===== config.mk =====
export PLATFORM = sky130hd
export DESIGN_NAME = procn
export DESIGN_NICKNAME = d
export VERILOG_FILES = /design/src/rtl/procn.sv
export SDC_FILE = /design/constraint.sdc
export NUM_CORES = 1
export LEC_CHECK = 0
export ABC_AREA = 1
export CORE_UTILIZATION = 30
export DETAILED_ROUTE_END_ITERATION = 8
export PLACE_DENSITY = 0.45
export REMOVE_ABC_BUFFERS = 1
export SETUP_SLACK_MARGIN = 0.3
export SYNTH_ARGS = -nofsm -noshare
export SYNTH_HDL_FRONTEND = slang
export SYNTH_SLANG_ARGS = --single-unit

===== constraint.sdc =====
create_clock -name Clock -period 4.7 [get_ports Clock]
set_input_delay 0.705 -clock Clock [delete_from_list [all_inputs] [get_ports Clock]]
set_output_delay 0.705 -clock Clock [all_outputs]
set_load 0.01 [all_outputs]

===== src/rtl/procn.sv =====
// procn: a small multi-cycle register-file processor.
//
// Each instruction is started by w while idle (T0). {F,Rx,Ry} are then held
// in an instruction register until the instruction finishes. Load, move and
// no-op finish in T1. ALU ops run through three steps:
//   T1: A <= R[Rx]
//   T2: G <= A op R[Ry], and the flags update
//   T3: R[Rx] <= G
// All transfers go over one internal bus, which is built from a multiplexer.
//
// Ports:
//   Clock     rising-edge clock
//   Resetn    synchronous active-low reset
//   w         instruction-start request; only sampled in T0
//   Data      external operand for load; must be held valid through T1
//   F         opcode: 000 load, 001 move, 010 add, 011 sub, 100 and,
//             101 xor, 110/111 no-op
//   Rx, Ry    destination/first operand index, and source operand index
//   BusWires  internal bus value; 0 when no source is selected
//   Done      high during the final step of an instruction
//   Busy      high whenever the step counter is not in T0
//   Zero      last ALU result was 0
//   Carry     add carry-out, sub borrow, 0 for and/xor
//   dbg_step  current step counter (T0..T3), for observation
//
// Handshake: w acts as a request that is accepted only when Busy=0.
// While Busy=1, w is ignored and no back-pressure is applied. Done marks
// the single cycle in which the result is written. w may be asserted again
// in the T0 cycle that directly follows Done.
module procn #(
   parameter int W    = 8,
   parameter int NREG = 4,
   localparam int RW  = $clog2(NREG)
) (
   input  logic          Clock,
   input  logic          Resetn,
   input  logic          w,
   input  logic [W-1:0]  Data,
   input  logic [2:0]    F,
   input  logic [RW-1:0] Rx,
   input  logic [RW-1:0] Ry,
   output logic [W-1:0]  BusWires,
   output logic          Done,
   output logic          Busy,
   output logic          Zero,
   output logic          Carry,
   output logic [1:0]    dbg_step
);

   typedef enum logic [1:0] {T0 = 2'd0, T1 = 2'd1, T2 = 2'd2, T3 = 2'd3} step_t;

   localparam logic [2:0] OP_LOAD = 3'b000;
   localparam logic [2:0] OP_MOVE = 3'b001;
   localparam logic [2:0] OP_ADD  = 3'b010;
   localparam logic [2:0] OP_SUB  = 3'b011;
   localparam logic [2:0] OP_AND  = 3'b100;
   localparam logic [2:0] OP_XOR  = 3'b101;

   step_t          step;
   logic [2:0]     ir_f;
   logic [RW-1:0]  ir_rx;
   logic [RW-1:0]  ir_ry;
   logic [W-1:0]   regs [NREG];
   logic [W-1:0]   a;
   logic [W-1:0]   g;
   logic [W:0]     alu_full;
   logic [W-1:0]   alu_res;

   function automatic logic is_alu(input logic [2:0] op);
      return (op == OP_ADD) || (op == OP_SUB) || (op == OP_AND) || (op == OP_XOR);
   endfunction

   assign dbg_step = step;

   // Bus source multiplexer. T2 and T3 are only reached by ALU ops.
   always_comb begin
      BusWires = '0;
      case (step)
         T1: begin
            case (ir_f)
               OP_LOAD: BusWires = Data;
               OP_MOVE: BusWires = regs[ir_ry];
               OP_ADD, OP_SUB, OP_AND, OP_XOR: BusWires = regs[ir_rx];
               default: BusWires = '0;
            endcase
         end
         T2:      BusWires = regs[ir_ry];
         T3:      BusWires = g;
         default: BusWires = '0;
      endcase
   end

   // The ALU is one bit wider than the data. For sub, the extra bit wraps
   // to 1 exactly when A < operand (unsigned), so it serves as the borrow.
   always_comb begin
      alu_full = '0;
      case (ir_f)
         OP_ADD:  alu_full = {1'b0, a} + {1'b0, BusWires};
         OP_SUB:  alu_full = {1'b0, a} - {1'b0, BusWires};
         OP_AND:  alu_full = {1'b0, a & BusWires};
         OP_XOR:  alu_full = {1'b0, a ^ BusWires};
         default: alu_full = '0;
      endcase
   end
   assign alu_res = alu_full[W-1:0];

   // Step counter, datapath registers and registered Done/Busy.
   // Done and Busy are loaded with their values for the step being entered.
   always_ff @(posedge Clock) begin
      if (!Resetn) begin
         step  <= T0;
         ir_f  <= '0;
         ir_rx <= '0;
         ir_ry <= '0;
         a     <= '0;
         g     <= '0;
         Zero  <= 1'b0;
         Carry <= 1'b0;
         Done  <= 1'b0;
         Busy  <= 1'b0;
         for (int i = 0; i < NREG; i++) regs[i] <= '0;
      end else begin
         case (step)
            T0: begin
               if (w) begin
                  ir_f  <= F;
                  ir_rx <= Rx;
                  ir_ry <= Ry;
                  step  <= T1;
                  Busy  <= 1'b1;
                  Done  <= !is_alu(F);
               end
            end
            T1: begin
               if (is_alu(ir_f)) begin
                  a    <= BusWires;
                  step <= T2;
               end else begin
                  if (ir_f == OP_LOAD || ir_f == OP_MOVE) regs[ir_rx] <= BusWires;
                  step <= T0;
                  Busy <= 1'b0;
                  Done <= 1'b0;
               end
            end
            T2: begin
               g     <= alu_res;
               Zero  <= (alu_res == '0);
               Carry <= alu_full[W];
               step  <= T3;
               Done  <= 1'b1;
            end
            T3: begin
               regs[ir_rx] <= BusWires;
               step        <= T0;
               Busy        <= 1'b0;
               Done        <= 1'b0;
            end
            default: step <= T0;
         endcase
      end
   end

endmodule


==> flow_metrics.tcl, run 1 <==
set metrics [dict create \
    rsz0062_at_grt "false" \
    fin_worst_skew_ns 0.00798 \
    tns_ns 0 \
    crit_family "simple AND/OR/NAND/NOR gates" \
    die-width_um 119 \
    peakVddDrop_v 0.000175 \
    numCtsBuffers 9 \
    die_h_um 119 \
    synth_area_leaders "edfxtp_1 23%, dfxtp_1 16%, nand2_1 12%" \
    p_per_area_nw_per_um2 367 \
    grt_pass1_wl_mm 20.3 \
    synth_area_per_cell_sq_um 7.38 \
    post-route-cell-area_sq_um 4900 \
    postRouteAntennaNets 0 \
    preCtsSetupSlack_ns 0.912 \
    maxSlewViolCount 0 \
    fmax_ghz 0.259 \
    syn_area_sq_um 4100 \
    first_global_vias 3703 \
    outcome "finished, final reports clean" \
    worst_pin_slew_ns 1.17 \
    via_per_inst 4.84 \
    pin_count 32 \
    clk_path_buf_depth 2 \
    p_sw_share_pct 33.0 \
    worstPathCellList "inv_2 -> o21ai_0 -> nand2_1 -> nand2_1 -> nand3_2 -> a21oi_4 -> nand3_2 -> nand2_1 -> xor2_1 -> ha_1 -> a21oi_1 -> nand2_1 -> nand2_1 -> nand2_1 -> a21oi_1 -> nor2_1 -> or2_2 -> a21oi_1 -> inv_1 -> nand2_1 -> nand3_1 -> a21oi_1" \
    io_buffers 31 \
    leakage_nw 2.22 \
    area_growth_pct 19.3 \
    antenna_found_initial 0 \
    rows 42 \
    hpwl_mm 9.17 \
    start_util_pct 30.9 \
    diodes 0 \
    finalHoldViolCount 0 \
    finalWirelength_mm 12.6 \
    cap_violations 0 \
    worstSetupPathType "flip-flop to flip-flop" \
    n_fill_cell 1449 \
    grt_max_degree 23 \
    start_kind "flip-flop" \
    grt_overflow 0 \
    synthArstFlopShare_pct 0 \
    drive_gt1_share_pct 11.1 \
    min_period_over_period_pct 82.0 \
    die_area_sq_um 14100 \
    clk_pin_slew_worst_paths_ns 0.06 \
    pwr-share-comb_pct 25.5 \
    synth-main-ff-cell "dfxtp_1" \
    wire_per_inst_um 16.3 \
    post-synth-top-area-fraction_pct 23.4 \
    crit_slowest_cell "dfxtp_1" \
    synth-seq-cells 65 \
    switchingPower_mw 0.592 \
    period_minus_slack_ns 3.86 \
    insertion_delay_ns 0.35 \
    arrival_ns 4.13 \
    htree_levels 3 \
    cp_common_cell "nand2_1" \
    max-slew-margin-rel_pct 21.7 \
    cts_resized 0 \
    gp_congestion 0.846 \
    firstDrtPassIters 5 \
    cts_tree "done" \
    critPathBufInv 2 \
    yosysSeqAreaShare_pct 39.5 \
    synth-edff-count 32 \
    place_area_sq_um 4600 \
    crit_required_ns 4.98 \
    drtIter0Drc 272 \
    cts.sinks 65 \
    most-common-layout-cells "126 x nand2_1, 92 x nor2_1, 60 x inv_1, 47 x nand3_1, 34 x o21ai_0" \
    drc_errors 0 \
    core_sq_um 13300 \
    power.share.sequential_pct 36.8 \
    cts_hold_buf 0 \
    finalSetupViolCount 0 \
    power_frac_clock_pct 37.7 \
    worst_slack_ns 0.845 \
    grt.total_usage_pct 19.1 \
    root_buffer "clkbuf_16" \
    whs_ns 0.471 \
    yosys_warnings 0 \
    power.internal_mw 1.20 \
    vias 3743 \
    path_max_fanout 17 \
    slowest_delay_ns 0.72 \
    syn_inst 556 \
    crit_path_end_kind "flip-flop" \
    yosysTopAreaCell "edfxtp_1" \
    min_path_type "flip-flop to flip-flop" \
    fin_nets 625 \
    final_common_cell "nand2_1" \
    yosys.cell_types.count 42 \
    cts_setup_buffers 0 \
    total_power_mw 1.80 \
]
==> state kept, by name, summed over array words and instances (netlist names), named ones only <==
name and count:
Busy 1, Carry 1, Done 1, Zero 1, a 8, dbg_step 1
g 8, ir_f 3, ir_rx 2, ir_ry 2, regs 32
==> logic make-up (layout without fill, tap and decap cells) <==
group	Yosys count	after routing	synth area share, %
AND/OR/NAND/NOR	297	297	32.4
AO/OA/AOI/OAI	86	86	12.8
buffers and inverters	86	127	8.97
flip-flops	65	65	39.5
adder cells (fa/ha/maj)	15	15	4.76
XOR/XNOR	7	7	1.49
==> worst reg2reg max path, delay by kind of cell (launching register included) <==
| family | cells | cell delay, ns |
|---|---|---|
| xor+xnor | 1 | 0.15 |
| buf+inv | 2 | 0.35 |
| flops | 1 | 0.72 |
| simple gates | 12 | 1.16 |
| compound gates | 6 | 1.12 |
| fa+ha+maj | 1 | 0.30 |
==> layout make-up <==
class                   count  area [sq um]  area share (%)
well taps                 176           220            4.50
multi-input cells         405          2110            43.2
clock inverters             7          71.3            1.46
clock buffers               9           225            4.60
repair buffers             39           370            7.56
inverters                  72           274            5.60
flip-flops and latches     65          1620            33.1
==> worst paths after layout <==
path	slack, ns	end	startpoint	cells past startpoint
max	0.84	Carry$_SDFFE_PN0P_	flip-flop	22
min	0.47	Done$_SDFFE_PN0P_	Done$_SDFFE_PN0P_	2
max reg2reg	0.84	Carry$_SDFFE_PN0P_	flip-flop	22
min reg2reg	0.47	Done$_SDFFE_PN0P_	Done$_SDFFE_PN0P_	2
==> per-layer routing <==
metal | share of wire (%) | vias to the layer above | GRT usage, %
met5 | 0 | - | 0
met4 | 1.6 | 0 | 7.36
met3 | 4.9 | 14 | 4.17
met2 | 42 | 100 | 28.0
met1 | 52 | 1748 | 27.1
li1 | - | 1881 | -
==> synth_stat cells (6+ instances only) <==
| master | n |
|---|---|
| nand2_1 | 126 |
| nor2_1 | 92 |
| inv_1 | 60 |
| nand3_1 | 47 |
| o21ai_0 | 34 |
| dfxtp_1 | 33 |
| edfxtp_1 | 32 |
| a21oi_1 | 24 |
| ha_1 | 14 |
| inv_2 | 8 |
| nand3_2 | 6 |
| o211ai_1 | 6 |
| xor2_1 | 6 |
==> power by group through the flow <==
| stage | clock [mW] | sequential (mW) | combinational (mW) |
|---|---|---|---|
| 2_1_floorplan | 0 | 0.665 | 0.315 |
| 4_1_cts | 0.688 | 0.661 | 0.459 |
| 6_report | 0.676 | 0.661 | 0.458 |
| 5_1_grt | 0.719 | 0.665 | 0.519 |
| 3_3_place_gp | 0 | 0.673 | 0.457 |
| 3_5_place_dp | 0 | 0.673 | 0.455 |
==> through the flow <==
stage	std cells	util, %
after global placement	757	34.6
after detailed placement	757	34.6
final	773	36.8
after CTS	773	36.8
after global routing	773	36.8
after floorplan	542	-
Power figures use the tool's default switching activity.
==> run 2, diff against run 1 <==
--- a/config.mk
+++ b/config.mk
@@ -8,7 +8,7 @@
 export ABC_AREA = 1
 export CORE_UTILIZATION = 30
 export DETAILED_ROUTE_END_ITERATION = 8
-export PLACE_DENSITY = 0.45
+export PLACE_DENSITY = 0.46
 export REMOVE_ABC_BUFFERS = 1
 export SETUP_SLACK_MARGIN = 0.3
 export SYNTH_ARGS = -nofsm -noshare
==> constraint.sdc (replaced) <==
create_clock -name Clock -period 3.3 [get_ports Clock]
set_input_delay 0.495 -clock Clock [delete_from_list [all_inputs] [get_ports Clock]]
set_output_delay 0.495 -clock Clock [all_outputs]
set_load 0.01 [all_outputs]
==> flow_metrics.tcl, run 2 (synthesis results as in run 1) <==
set metrics [dict create \
    fin_nets 694 \
    n_fill_cell 1390 \
    first_global_vias 3934 \
    cts_tree "done" \
    p_per_area_nw_per_um2 511 \
    finalHoldViolCount 0 \
    via_per_inst 4.69 \
    finalSetupViolCount 0 \
    final_common_cell "nand2_1" \
    grt.total_usage_pct 18.9 \
    die_area_sq_um 14100 \
    grt_pass1_wl_mm 20.3 \
    path_max_fanout 5 \
    area_growth_pct 38.4 \
    postRouteAntennaNets 0 \
    r2r_slack_ns 0.14 \
    crit_required_ns 3.58 \
    worst_pin_slew_ns 0.644 \
    reg2reg_to "Zero$_SDFFE_PN0P_" \
    start_kind "flip-flop" \
    grt_max_degree 23 \
    reg.largest.list "regs x32, a x8, g x8" \
    io_buffers 31 \
    fmax_ghz 0.316 \
    preCtsSetupSlack_ns -0.0777 \
    r2r-start "ir_f[1]$_SDFFE_PN0P_" \
    pin_count 32 \
    fin_worst_skew_ns 0.00613 \
    wire_per_inst_um 14.8 \
    power_frac_clock_pct 35.8 \
    antenna_found_initial 0 \
    outcome "finished, final reports clean" \
    finalWirelength_mm 12.5 \
    most-common-layout-cells "118 x nand2_1, 84 x nor2_1, 68 x buf_4, 57 x inv_1, 42 x nand3_1" \
    drive_gt1_share_pct 27.0 \
    diodes 0 \
    min_period_over_period_pct 95.8 \
    die-width_um 119 \
    cts_hold_buf 0 \
    largest_register_ffs 32 \
    clk_pin_slew_worst_paths_ns 0.06 \
    switchingPower_mw 0.920 \
    arrival_ns 3.44 \
    core_sq_um 13300 \
    regMostFlops "regs" \
    gp_congestion 0.827 \
    rows 42 \
    peakVddDrop_v 0.000289 \
    clk_path_buf_depth 2 \
    drc_errors 0 \
    pwr-share-comb_pct 32.0 \
    fin_util_pct 42.7 \
    r2r_cells 25 \
    tns_ns 0 \
    firstDrtPassIters 4 \
    insertion_delay_ns 0.34 \
    numCtsBuffers 9 \
    min_path_cells 2 \
    max-slew-margin-rel_pct 56.9 \
    drtIter0Drc 198 \
    grt_overflow 0 \
    cts.sinks 65 \
    die_h_um 119 \
    leakage_nw 2.65 \
    worst_slack_ns 0.138 \
    root_buffer "clkbuf_16" \
    start_util_pct 30.9 \
    power.share.sequential_pct 32.3 \
    crit_path_end_kind "flip-flop" \
    maxSlewViolCount 0 \
    period_minus_slack_ns 3.16 \
    htree_levels 3 \
    worstHoldEndpoint "Busy$_SDFFE_PN0P_" \
    worstSetupStartpoint "ir_f[1]$_SDFFE_PN0P_" \
    hpwl_mm 9.66 \
    min_path_type "flip-flop to flip-flop" \
    worstSetupPathType "flip-flop to flip-flop" \
    holdCritStartpoint "Busy$_SDFFE_PN0P_" \
    cap_violations 0 \
    power.internal_mw 1.98 \
    vias 3948 \
    rsz0062_at_grt "true" \
    p_sw_share_pct 31.7 \
]
[run 2: layout make-up]
cell class	instances	area, sq um	share of cell area, %
inverters	72	274	4.83
repair buffers	108	921	16.2
clock inverters	6	91.3	1.61
multi-input cells	405	2310	40.6
well taps	176	220	3.88
clock buffers	10	229	4.03
flip-flops and latches	65	1640	28.8
[run 2: layer usage]
layer | GRT usage, % | wire [um] | vias to the layer above
met2 | 29.1 | 5460 | 79
met5 | 0 | 0 | -
met3 | 2.73 | 518 | 15
met4 | 7.59 | 217 | 0
met1 | 26.4 | 6290 | 1840
li1 | - | - | 2014
[run 2: timing repair]
action                     in CTS  in global routing
setup buffers                   4                  6
cloned                          1                  0
pin swaps                      18                 29
resized for setup              28                 46
setup endpoints to repair       6                  8
[run 2: stage by stage]
| step | cells | total power [mW] | hold slack [ns] | instance area (sq um) |
|---|---|---|---|---|
| after floorplan | 542 | 1.40 | 0.458 | 4010 |
| after global routing | 842 | 3.06 | 0.509 | 5680 |
| after CTS | 836 | 2.82 | 0.483 | 5460 |
| after global placement | 815 | 1.74 | 0.455 | 5030 |
| after detailed placement | 815 | 1.74 | 0.473 | 5030 |
| final | 842 | 2.90 | 0.478 | 5680 |
[run 2: worst max-delay path by stage]
stage,endpoint,depth (start not counted)
after floorplan,Carry$_SDFFE_PN0P_,20
final,Zero$_SDFFE_PN0P_,25
after CTS,Carry$_SDFFE_PN0P_,24
after detailed placement,Carry$_SDFFE_PN0P_,20
after global placement,Zero$_SDFFE_PN0P_,23
after global routing,Zero$_SDFFE_PN0P_,26
[run 2: worst max-delay path: stages, from the launching register on]
cell and delay, ns:
dfxtp_1 0.32, inv_2 0.10, nand2_4 0.08, nor2_4 0.18, buf_4 0.17, nand2_1 0.06
nand3_2 0.09, a21oi_4 0.09, buf_4 0.15, a21oi_2 0.13, xor2_1 0.15, inv_1 0.08
ha_4 0.28, nand3_1 0.08, nand2_2 0.09, buf_6 0.10, a21oi_2 0.05, o21ai_2 0.05
nand3b_1 0.14, nor2_2 0.14, nand3_2 0.09, nor2_2 0.11, nand3_1 0.07, nor2_1 0.10
nand2_1 0.07, a21oi_2 0.12
[run 2: power groups by stage]
stage	Sequential (mW)	Combinational, mW	Clock [mW]
2_1_floorplan	0.947	0.449	0
3_3_place_gp	0.949	0.790	0
3_5_place_dp	0.949	0.794	0
4_1_cts	0.935	0.831	1.06
5_1_grt	0.942	1.02	1.09
6_report	0.936	0.927	1.04
==> run 3, diff against run 2 <==
--- a/config.mk
+++ b/config.mk
@@ -7,7 +7,9 @@
 export LEC_CHECK = 0
 export ABC_AREA = 1
 export CORE_UTILIZATION = 30
+export CTS_CLUSTER_DIAMETER = 200
 export DETAILED_ROUTE_END_ITERATION = 8
+export GPL_ROUTABILITY_DRIVEN = 1
 export PLACE_DENSITY = 0.46
 export REMOVE_ABC_BUFFERS = 1
 export SETUP_SLACK_MARGIN = 0.3
==> results of run 3 <==
The final DEF is identical to that of run 2; final timing and power are the same.
==> variant (config.mk and constraints of run 2) <==
Make the reset (`Resetn`) asynchronous in one clocked block. Comments in the files are not updated.
--- a/src/rtl/procn.sv
+++ b/src/rtl/procn.sv
@@ -108,3 +108,3 @@
    // Done and Busy are loaded with their values for the step being entered.
-   always_ff @(posedge Clock) begin
+   always_ff @(posedge Clock or negedge Resetn) begin
       if (!Resetn) begin
Function: differs if Resetn is asserted again (counterexample within 4 cycles, from zero or initial values and one cycle with Resetn low); with Resetn held inactive, the same outputs for 4 cycles.
==> variant against run 2 <==
Sequential cell count fell by 4. Final area rose by 2.2%. Wire length increased by 9.5%. Clock skew is 0.00063 ns higher. Non-clock buffer count is 6 lower. First-iteration DRC count decreased by 18%. Synthesized area grew 1.9%. Worst setup slack better by 0.055 ns. Highest routed layer unchanged.
Power is not shown: default switching activity piles up to over one toggle a cycle in this logic, so the estimate is an artifact.
==> variant: results (changes against run 2) <==
Outcome
  • Status: finished, final reports clean

Detailed routing
  • Routed wire length: 13,700 um (+9.5%)
  • DR top layer: met4
  • Pre-antenna DRT Iters: 4 (unchanged)
  • WL met3: 495 um (-4.4%)
  • WL/cell: 15.6 um (+5.1%)
  • Met2 routed WL: 6300 um (+15%)
  • DR vias/cell: 4.76 (+1.6%)
  • Initial DRC Count: 163 (-18%)
  • DRT met1 WL: 6750 um (+7.3%)

Global route
  • Largest net degree at the start of global routing: 62 (+170%)
  • Initial antenna violation count: 0 (unchanged)
  • Vias in the first global route: 4,150 (+5.5%)
  • Global Route Usage Sum: 0.204 (+0.0147)
  • First-pass GRT wire length: 22,200 um (+9.7%)

Placement
  • Detailed placer's ending HPWL: 9860 um (+2.1%)
  • Gpl congestion: 0.931 (+13%)
  • Post-placement cell count: 841 (+3.2%)
  • # port buffers: 31 (unchanged)

Logic synthesis
  • Warnings from Yosys: 0 (unchanged)
  • Post-synthesis mux area share: 0.00539 (+0.00539)
  • Post-synthesis sequential area ratio: 0.365 (-0.0300)
  • Synth top cells by count: 230 x nand2_1, 61 x dfrtp_1, 57 x inv_1, 52 x nand3_1, 36 x o21ai_0
  • Yosys cell types: 36 (-14%)
  • Post-synthesis compound-gate area fraction: 0.119 (-0.00983)
  • Main flop type after synthesis: dfrtp_1
  • Asr flop ratio synth: 1.00 (+1.00)
  • Main area contributors after synthesis: dfrtp_1 37%, nand2_1 21%, nand3_1 6.2%
  • Post-Synth Adder-Cell Area: 0.0587 (+0.0111)
  • Syn Inst Count: 598 (+7.6%)
  • Post-Synth XOR/XNOR Area: 0.0105 (-0.00446)

Clocking
  • CTS Buffer Depth: 2 (unchanged)
  • Num CTS Buffers: 9 (unchanged)
  • CTS Root Cell: clkbuf_16
  • Clk slew on worst S/H paths: 0.06 ns (about the same)
  • H-tree levels: 3 (unchanged)
  • Clock insertion delay at the later pin of the skew report: 0.34 ns (about the same)

Setup path
  • Critical path data arrival time: 3.39 ns (-0.05 ns)
  • Flop2flop setup slack: 0.19 ns (+0.05 ns)
  • Worst R2R Start: ir_rx[0]
  • Reg2reg path depth: 25 (unchanged)
  • Largest fanout on the critical path: 12 (+7)
  • CP max-delay cell: dfrtp_2
  • Worst R2R End: Zero
  • CP peak stage delay: 0.42 ns (+0.10 ns)

Min path
  • Hold Crit Class: in -> async

Layout
  • Layout cells sized above 1: 0.260 (-0.0106)
  • Top Registers: regs: 32 flops, a: 8 flops, g: 8 flops
  • Nets: 733 (+5.6%)
  • Fillers: 1,403 (+0.94%)

Timing
  • Worst-margin pin slew: 0.831 ns (+0.187 ns)
  • Final Skew: 0.00676 ns (+0.000633 ns)
  • Worst hold slack: 0.351 ns (-0.127 ns)
==> variant: how the worst max path moves through the flow <==
stage	to	start
floorplan	Zero	ir_rx[0]
global placement	Zero	Data[0]
detailed placement	Zero	Data[0]
CTS	Zero	ir_rx[0]
global route	Zero	ir_rx[0]
finish	Zero	ir_rx[0]
==> variant: per-layer routing <==
| layer | GRT usage | up-vias |
|---|---|---|
| met1 | 0.275 | 1973 |
| met2 | 0.330 | 71 |
| met4 | 0.0422 | 0 |
| met3 | 0.0461 | 10 |
| met5 | 0 | - |
| li1 | - | 2123 |
==> variant: final cells by class <==
cell class / count / area (um^2) / area share
inverter: 69 / 272 / 0.0468
timing repair buffer: 102 / 916 / 0.158
sequential: 61 / 1530 / 0.264
clock inverter: 4 / 47.5 / 0.00819
multi-input combinational: 453 / 2570 / 0.443
tap: 176 / 220 / 0.0379
clock buffer: 12 / 246 / 0.0425
==> variant: worst max-delay path: cells and delay by family, from the launching register on <==
family	cells	cell delay (ns)
and+or+nand+nor	18	1.45
xor gates and xnor gates	1	0.16
DFF	1	0.42
adders and majority gates	1	0.31
AOI/OAI and AO/OA	1	0.14
buffers and inverters	4	0.57
==> variant: stage by stage <==
stage	area [um^2]	TNS (ns)	worst slack (ns)
after global placement	5000	-0.171	-0.134
after floorplan	4080	0	0.0471
after global routing	5800	-0.139	-0.0932
after CTS	5730	0	0.195
after detailed placement	5000	-0.217	-0.115
final	5800	0	0.192
==> variant: repair_timing <==
item | 4_1_cts | 5_1_grt
setup buffers | 17 | 2
endpoints found under the setup margin | 7 | 11
gates cloned | 1 | 0
resized for setup | 68 | 16
pin swaps | 41 | 13
